`config.mk`:
```
export PLATFORM = sky130hd
export DESIGN_NAME = des_sbox_unit
export DESIGN_NICKNAME = d
export VERILOG_FILES = /design/src/rtl/des_sbox_unit_pkg.sv /design/src/rtl/des_sbox_lut.sv /design/src/rtl/des_sbox_unit.sv
export SDC_FILE = /design/constraint.sdc
export NUM_CORES = 1
export LEC_CHECK = 0
export ABC_AREA = 1
export CAP_MARGIN = 15
export CELL_PAD_IN_SITES_DETAIL_PLACEMENT = 1
export CELL_PAD_IN_SITES_GLOBAL_PLACEMENT = 1
export CORE_MARGIN = 10
export CORE_UTILIZATION = 40
export CTS_CLUSTER_DIAMETER = 50
export CTS_CLUSTER_SIZE = 28
export DETAILED_ROUTE_END_ITERATION = 10
export PLACE_DENSITY_LB_ADDON = 0.12
export SKIP_CTS_REPAIR_TIMING = 1
export SLEW_MARGIN = 0
export SYNTH_ARGS = -nofsm -noshare
export SYNTH_HDL_FRONTEND = slang
export SYNTH_SLANG_ARGS = --single-unit
```
`constraint.sdc`:
```
create_clock -name clk -period 2 [get_ports clk]
set_clock_uncertainty 0.1 [all_clocks]
set_input_delay 0.2 -clock clk [delete_from_list [all_inputs] [get_ports clk]]
set_output_delay 0.2 -clock clk [all_outputs]
set_load 0.005 [all_outputs]
```
`src/rtl/des_sbox_unit_pkg.sv`:
```
// Shared definitions for the registered DES S-box substitution unit:
// the S1..S8 tables, the 6-bit address mapping and the FSM state type.
package des_pkg;

    typedef enum logic [1:0] {
        IDLE = 2'd0,
        BUSY = 2'd1,
        DONE = 2'd2
    } state_e;

    // Row-major FIPS 46-3 tables; entry [box][row*16+col], box 1 is S1.
    localparam logic [1:8][0:63][3:0] SBOX = {
        256'hE4D12FB83A6C5907_0F74E2D1A6CB9538_41E8D62BFC973A50_FC8249175B3EA06D,
        256'hF18E6B34972DC05A_3D47F28EC01A69B5_0E7BA4D158C6932F_D8A13F42B67C05E9,
        256'hA09E63F51DC7B428_D70934A6285ECBF1_D6498F30B12C5AE7_1AD069874FE3B52C,
        256'h7DE3069A1285BC4F_D8B56F03472C1AE9_A690CB7DF13E5284_3F06A1D8945BC72E,
        256'h2C417AB6853FD0E9_EB2C47D150FA3986_421BAD78F9C5630E_B8C71E2D6F09A453,
        256'hC1AF92680D34E75B_AF427C9561DE0B38_9EF528C3704A1DB6_432C95FABE17608D,
        256'h4B2EF08D3C975A61_D0B7491AE35C2F86_14BDC37EAF680592_6BD814A7950FE23C,
        256'hD2846FB1A93E50C7_1FD8A374C56B0E92_7B419CE206ADF358_21E74A8DFC90356B
    };

    function automatic logic [5:0] sbox_index(input logic [5:0] x, input logic fips);
        logic [5:0] idx;
        if (fips) begin
            idx = {x[5], x[0], x[4:1]};
        end else begin
            idx = x;
        end
        return idx;
    endfunction

endpackage

```
`src/rtl/des_sbox_lut.sv`:
```
// Combinational 6->4 lookup into one of S1..S8 (box_sel 0 selects S1).
module des_sbox_lut
    import des_pkg::*;
#(
    parameter int FIPS_ADDR = 1
) (
    input  logic [2:0] box_sel,
    input  logic [5:0] x,
    output logic [3:0] y
);

    logic [5:0] idx_s;

    // Address mapping followed by table select.
    always_comb begin
        idx_s = sbox_index(x, FIPS_ADDR != 0);
        case (box_sel)
            3'd0:    y = SBOX[1][idx_s];
            3'd1:    y = SBOX[2][idx_s];
            3'd2:    y = SBOX[3][idx_s];
            3'd3:    y = SBOX[4][idx_s];
            3'd4:    y = SBOX[5][idx_s];
            3'd5:    y = SBOX[6][idx_s];
            3'd6:    y = SBOX[7][idx_s];
            3'd7:    y = SBOX[8][idx_s];
            default: y = 4'h0;
        endcase
    end

endmodule

```
`src/rtl/des_sbox_unit.sv`:
```
// Registered DES S-box layer: 48-bit word in, 32-bit word out, LANES boxes
// evaluated per cycle over 8/LANES cycles, valid/ready on both sides.
module des_sbox_unit
    import des_pkg::*;
#(
    parameter int LANES     = 8,
    parameter int FIPS_ADDR = 1,
    parameter int TAG_W     = 4
) (
    input  logic             clk,
    input  logic             rst_n,
    input  logic             in_valid,
    output logic             in_ready,
    input  logic [47:0]      in_data,
    input  logic [TAG_W-1:0] in_tag,
    output logic             out_valid,
    input  logic             out_ready,
    output logic [31:0]      out_data,
    output logic [TAG_W-1:0] out_tag
);

    localparam int STEPS = 8 / LANES;
    localparam int CNT_W = (STEPS > 1) ? $clog2(STEPS) : 1;
    localparam int LW    = 6 * LANES;
    localparam int RW    = 4 * LANES;

    if (LANES != 1 && LANES != 2 && LANES != 4 && LANES != 8) begin : g_bad_lanes
        $error("des_sbox_unit: LANES must be 1, 2, 4 or 8");
    end

    state_e             state_r, state_next_s;
    logic [CNT_W-1:0]   step_r;
    logic [47:0]        work_r;
    logic [31:0]        acc_r;
    logic [TAG_W-1:0]   tag_r;
    logic               out_valid_r;
    logic [31:0]        out_data_r;
    logic [TAG_W-1:0]   out_tag_r;
    logic               in_ready_s;
    logic               accept_s;
    logic               last_step_s;
    logic [RW-1:0]      step_res_s;
    logic [31:0]        acc_next_s;

    // Lane i serves box step*LANES+i from the top of the work register.
    for (genvar i = 0; i < LANES; i++) begin : g_lane
        logic [2:0] sel_s;
        assign sel_s = 3'((int'(step_r) * LANES) + i);
        des_sbox_lut #(.FIPS_ADDR(FIPS_ADDR)) u_lut (
            .box_sel (sel_s),
            .x       (work_r[47-6*i -: 6]),
            .y       (step_res_s[RW-1-4*i -: 4])
        );
    end

    assign last_step_s = (step_r == CNT_W'(STEPS - 1));
    assign acc_next_s  = (acc_r << RW) | 32'(step_res_s);
    assign accept_s    = in_valid & in_ready_s;

    // Next-state and input-ready decode.
    always_comb begin
        state_next_s = state_r;
        in_ready_s   = 1'b0;
        case (state_r)
            IDLE: begin
                in_ready_s = 1'b1;
                if (in_valid) state_next_s = BUSY;
                else          state_next_s = IDLE;
            end
            BUSY: begin
                if (last_step_s) state_next_s = DONE;
                else             state_next_s = BUSY;
            end
            DONE: begin
                in_ready_s = out_ready;
                if (out_ready) state_next_s = in_valid ? BUSY : IDLE;
                else           state_next_s = DONE;
            end
            default: begin
                state_next_s = IDLE;
            end
        endcase
    end

    // State register.
    always_ff @(posedge clk or negedge rst_n) begin
        if (!rst_n) state_r <= IDLE;
        else        state_r <= state_next_s;
    end

    // Work, accumulator, tag and step counter.
    always_ff @(posedge clk or negedge rst_n) begin
        if (!rst_n) begin
            work_r <= 48'h0;
            acc_r  <= 32'h0;
            tag_r  <= '0;
            step_r <= '0;
        end else if (accept_s) begin
            work_r <= in_data;
            acc_r  <= 32'h0;
            tag_r  <= in_tag;
            step_r <= '0;
        end else if (state_r == BUSY) begin
            work_r <= work_r << LW;
            acc_r  <= acc_next_s;
            step_r <= last_step_s ? '0 : step_r + CNT_W'(1);
        end
    end

    // Result registers hold the last result until the next one is loaded.
    always_ff @(posedge clk or negedge rst_n) begin
        if (!rst_n) begin
            out_valid_r <= 1'b0;
            out_data_r  <= 32'h0;
            out_tag_r   <= '0;
        end else if (state_r == BUSY && last_step_s) begin
            out_valid_r <= 1'b1;
            out_data_r  <= acc_next_s;
            out_tag_r   <= tag_r;
        end else if (state_r == DONE && out_ready) begin
            out_valid_r <= 1'b0;
        end
    end

    assign in_ready  = in_ready_s;
    assign out_valid = out_valid_r;
    assign out_data  = out_data_r;
    assign out_tag   = out_tag_r;

endmodule

```
* Word-level counts from Yosys, hierarchy flattened
Memory sizes are Yosys's and may differ from the RTL's. A register that Yosys moved wholly into a read port is not among the register bits. Cells that the tools add are included.
Operators by class: shifts and indexed selects 0, reductions and logical operators 13, $mul 0, order comparisons 8, mux-type cells 133, bitwise gates (word level) 10, div/mod/pow operators 0, $add $sub $neg 8, eq/ne operators 51
Operators with widths (count):
- $mux 4 | 114
- $pmux 4 s8 | 7
- $mux 48 | 2
- $eq 3x3->1 const B | 24
- $ge 7x7->1 const B | 8
- $not 6->7 | 8
- $eq 3x2->1 const B | 12
- $logic_not 3->1 | 7
- $eq 3x1->1 const B | 6
- $eq 2x3->1 const B | 4
- $add 1x2->3 const AB | 3
- $add 1x3->3 const AB | 2
- $eq 2x2->1 const B | 3
- $mux 1 | 6
- $pmux 2 s3 | 1
- $add 1x1->2 const AB | 2
- $eq 2x1->1 const B | 2
- $mux 2 | 2
- $reduce_bool 2->1 | 2
- $logic_and 1x1->1 | 2
- $logic_not 2->1 | 1
- $pmux 1 s2 | 1
- $add 1x1->1 const B | 1
- $and 1x1->1 | 1
- 2 further kinds | 2
Storage, ports and cells: bits in registers 92, bits in read-only memories 14592, output and inout bits 38, bits in latches 0, logic and storage cells 287, memories 57, RAM bits 0, input port bits 56
Memory list:
- (no name shown) | words 64, width 4, rd ports 1, clocked after memory_dff 0, write ports 0, line des_sbox_lut.sv:23 | 3'd5: y = SBOX[6][idx_s];
- (no name shown) | words 64, width 4, rd ports 1, clocked after memory_dff 0, write ports 0, line des_sbox_lut.sv:24 | 3'd6: y = SBOX[7][idx_s];
- (no name shown) | words 64, width 4, rd ports 1, clocked after memory_dff 0, write ports 0, line des_sbox_lut.sv:25 | 3'd7: y = SBOX[8][idx_s];
- (no name shown) | words 64, width 4, rd ports 1, clocked after memory_dff 0, write ports 0, line des_sbox_lut.sv:18 | 3'd0: y = SBOX[1][idx_s];
- (no name shown) | words 64, width 4, rd ports 1, clocked after memory_dff 0, write ports 0, line des_sbox_lut.sv:19 | 3'd1: y = SBOX[2][idx_s];
- (no name shown) | words 64, width 4, rd ports 1, clocked after memory_dff 0, write ports 0, line des_sbox_lut.sv:20 | 3'd2: y = SBOX[3][idx_s];
- +51 memories

* Depth between registers and ports, before layout
word-level depth 5, mapped depth 12, depth with buffers taken out 12

* Modules after synthesis
Synthesis repeated with hierarchy kept, for this count alone.
Second synthesis, totals: cells, all modules 4813, area total of the unflattened synthesis 24327.1 um2
Modules (own cells, without submodules):
- des_sbox_lut (g_lane[1].u_lut ...) | area each 2585.0 um2, cells each 551, times used 7, seq. area each 0.0 um2
- des_sbox_unit | area each 3684.8 um2, cells each 403, times used 1, seq. area each 2277.2 um2
- des_sbox_lut (g_lane[0].u_lut) | area each 2547.4 um2, cells each 553, times used 1, seq. area each 0.0 um2

* Least setup slack after synthesis
Ideal clock, no wire load.
path kind register -> register, start register work_r[1], end register out_data_r[2], in the netlist out_data[2], required time 1.783 ns, setup time 0.117 ns, path buffers 0, cell stages (with the launch flop) 13, slack 0.237 ns, arrival time 1.546 ns, period minus slack after synthesis 1.763 ns, cells stage by stage dfrtp_1 > inv_1 > ha_1 > nand2_1 > o21ai_0 > nand2_1 > nand2_1 > nand2_1 > nand2_1 > nand2_1 > nand2_1 > nand2_1 > nand2_1
Between the ends: longest elaborated chain between the ends 5, elaborated cells between the ends (all ways) 26, classes of those cells mux (17); bitwise (1); memory (8)
RTL lines:
- from (decl) | line des_sbox_unit.sv:33 | logic [47:0] work_r;
- from (signal assigned) | line des_sbox_unit.sv:99 | work_r <= in_data;
- from (signal assigned) | line des_sbox_unit.sv:104 | work_r <= work_r << LW;
- $not 6->7 (implied by the code) *
- $mem_v2 64x4, or another cell as far along
- $mux 4 (implied by the code), or another cell as far along (2 in series) | line des_sbox_lut.sv:25
- $pmux 4 s8 * | line des_sbox_lut.sv:17 | case (box_sel)
- to (signal assigned) | line des_sbox_unit.sv:118 | out_data_r <= acc_next_s;
- to (decl) | line des_sbox_unit.sv:37 | logic [31:0] out_data_r;
Mark *: on every way between the ends. The rest lies on a longest branch, timed or not. The select of a mux whose other input is x is not followed. A chain may end at the register's enable or synchronous reset.

* Worst setup path after layout
start register state_r[0], end output in_ready
Between the ends: longest elaborated chain between the ends 2, elaborated cells between the ends (all ways) 3, classes of those cells eq/ne (1); mux (1); reduce/logical (1)
RTL lines:
- from (decl) | line des_sbox_unit.sv:31 | state_e state_r, state_next_s;
- from (signal assigned) | line des_sbox_unit.sv:88 | else state_r <= state_next_s;
- $eq 2x2->1 or $logic_not 2->1 (tied branches) | line des_sbox_unit.sv:64 | case (state_r)
- $pmux 1 s2 * | line des_sbox_unit.sv:64
- to (decl) | line des_sbox_unit.sv:13 | output logic in_ready,
Mark *: on every way between the ends. The rest lies on a longest branch, timed or not.

==> results.yml <==
setup_path:
  slowest_stage: "clkdlybuf4s50_1"
  path_max_fanout: 3
  critPathTopFamily: "buffers and inverters"
  worstSetupPathDepth: 5
  crit_top_cell: "inv_2"
  startpoint_type: "flop"
  worstPathArrival_ns: 1.61
  r2r_cells: 12
  path_buf_inv: 3
  cp-end-kind: "output port"
  cp.required_ns: 1.70
  crit_path_cell_trace: "inv_2, nand3_1, o21a_1, inv_2, clkdlybuf4s50_1"
  critical_path.max_stage_delay_ns: 0.50
  critPathKind: "flop to output port"
routing:
  drcViolationCount: 0
  vias_per_cell: 5.27
  ant_nets: 0
  wl_per_cell_um: 16.0
  firstDrtPassIters: 4
  vias: 8011
  drt_iter0_drc: 387
  wl_mm: 24.3
floorplanning:
  row_count: 50
  die-area_um2: 24800
  initial_core_util: 0.405
  core_um2: 18600
  die_x_um: 157
  io_pins: 94
  die_y_um: 157
sta:
  post-route-min-period_ns: 1.91
  setup-tns-final_ns: 0
  rsz0062_at_grt: "false"
  maxSlewViolCount: 0
  clock.fmax_ghz: 0.523
  final-setup-viol-count: 0
  tightest_slew_ns: 0.491
  fin_crit_sh: 0.956
  hold_viol: 0
  relSlewSlack: 0.673
yosys:
  netlist-cell-type-count: 21
  yosys_warnings: 0
  netlist_area_um2: 7550
  synth.avg_cell_area_um2: 6.37
  syn_nets: 1303
  ys_seq_area_frac: 0.302
  syn_inst: 1185
  ys_ff_latch: 91
global_routing:
  grtUsageTotal: 0.202
  grt_pass1_vias: 8289
  grt_first_pass_wirelength_mm: 41.5
  antenna_found_initial: 0
  grt-ovfl-total: 0
  grt_max_degree: 49
layout:
  mostFrequentLayoutCell: "nand2_1"
  final_cell_mix: "nand2_1 (480), nand3_1 (251), clkdlybuf4s50_1 (92)"
  antenna_cells: 0
  fin_cells: 1519
  syn_to_final_growth_pct: 21.7
  drive_above_1_share: 0.0669
  final_nets: 1398
clock_network:
  clock_latency_ns: 0.35
  cts_sinks: 91
  cts_tree: "yes"
  clkTransAtPathRegs_ns: 0.06
  clk_path_buf_depth: 2
  root_buffer: "clkbuf_16"
  cts_buffers: 9
  cts_max_level: 3
pwr:
  power_density_nw_per_um2: 1720
  ir_drop_uv: 583
  p_leak_nw: 4.64
status:
  status: "completed"
run:
  maxCapViolCount: 0
min_path:
  holdCritPathClass: "primary input to async pin"
placed_design:
  portBuffers: 93
  place.gp.congestion: 0.887
  dp_hpwl_mm: 18.1
  dp.cells: 1502
cells by family (layout without fill, tap and decap cells):
family | count (synthesis) | after routing | share of synthesized area
flops | 91 | 91 | 0.302
buf+inv | 145 | 245 | 0.0854
fa+ha+maj | 62 | 62 | 0.103
compound gates | 128 | 128 | 0.0882
simple gates | 759 | 759 | 0.422
synthesized netlist by cell type:
cell type	number	area share
nand2_1	481	0.24
nand3_1	251	0.17
dfrtp_1	91	0.30
inv_1	71	0.035
ha_1	62	0.10
o21ai_1	61	0.040
buf_2	41	0.027
o21ai_0	32	0.021
a21oi_1	25	0.017
nor2_1	19	0.0095
inv_2	15	0.0075
clkbuf_1	9	0.0045
o211ai_1	9	0.0090
buf_6	6	0.0090
or2_2	5	0.0041
clkinv_1	2	0.0010
buf_4	1	0.0010
nand2_2	1	0.00083
nand4_1	1	0.00083
nor2_2	1	0.00083
o21a_1	1	0.0010
per-layer routing:
metal | global-route usage | part of all wire | up-vias | wire length [um]
met4 | 0.0548 | 0.013 | 0 | 322
li1 | - | - | 4035 | -
met5 | 0 | 0 | - | 0
met1 | 0.268 | 0.48 | 3854 | 11600
met3 | 0.0287 | 0.031 | 19 | 741
met2 | 0.336 | 0.48 | 103 | 11600
power by group:
group	total (W)	internal [W]	switching (W)	leakage, nW
Combinational	0.0105	0.00409	0.00643	3.36
Sequential	0.00360	0.00267	0.000926	1.14
Clock	0.00171	0.000979	0.000727	0.146
Total	0.0158	0.00774	0.00808	4.64
registers in the layout (all words and copies together) (netlist names):
register / flops
work_r: 48
out_data: 32
out_tag: 4
tag_r: 4
state_r: 2
out_valid: 1
path summary, 6_finish.rpt:
check	from	to	slack [ns]
worst min-delay path	rst_n	work_r[14]$_DFFE_PN0P_	0.24
max in group asynchronous	rst_n	work_r[24]$_DFFE_PN0P_	0.85
min in group clk	in_data[37]	work_r[37]$_DFFE_PN0P_	0.28
worst min register to register	out_data[15]$_DFFE_PN0P_	out_data[15]$_DFFE_PN0P_	0.38
worst max-delay path	state_r[0]$_DFF_PN0_	in_ready	0.09
worst max register to register	work_r[32]$_DFFE_PN0P_	out_data[21]$_DFFE_PN0P_	0.23
worst reg2reg max path, stage by stage (launching register included):
cell	delay, ns
dfrtp_1	0.42
inv_1	0.08
ha_1	0.34
inv_1	0.14
nand2_1	0.10
nand2_1	0.09
nand2_1	0.07
nand3_1	0.07
nand2_1	0.06
nand2_1	0.05
nand2_1	0.05
nand2_1	0.05
nand2_1	0.05
cell type report:
cell class	count	area [um2]
well taps	234	293
clock inverters	1	5.00
flip-flops and latches	91	2280
repair buffers	141	1350
clock buffers	15	288
inverters	88	330
fillers	2539	9460
multi-input cells	949	4630
metrics by stage:
step / hold WS (ns) / total power [W] / instance area (um2) / utilization / setup slack, ns
global route: 0.286 / 0.0177 / 9180 / 0.492 / 0.0265
finish: 0.242 / 0.0158 / 9180 / 0.492 / 0.0875
CTS: -0.292 / 0.0160 / 9170 / 0.492 / 0.0718
detailed placement: 0.0820 / 0.0141 / 8880 / 0.476 / 0.178
global placement: 0.0906 / 0.0139 / 8880 / 0.476 / 0.218
floorplan: -0.196 / 0.0106 / 7550 / - / 0.237
Power figures use the tool's default switching activity.
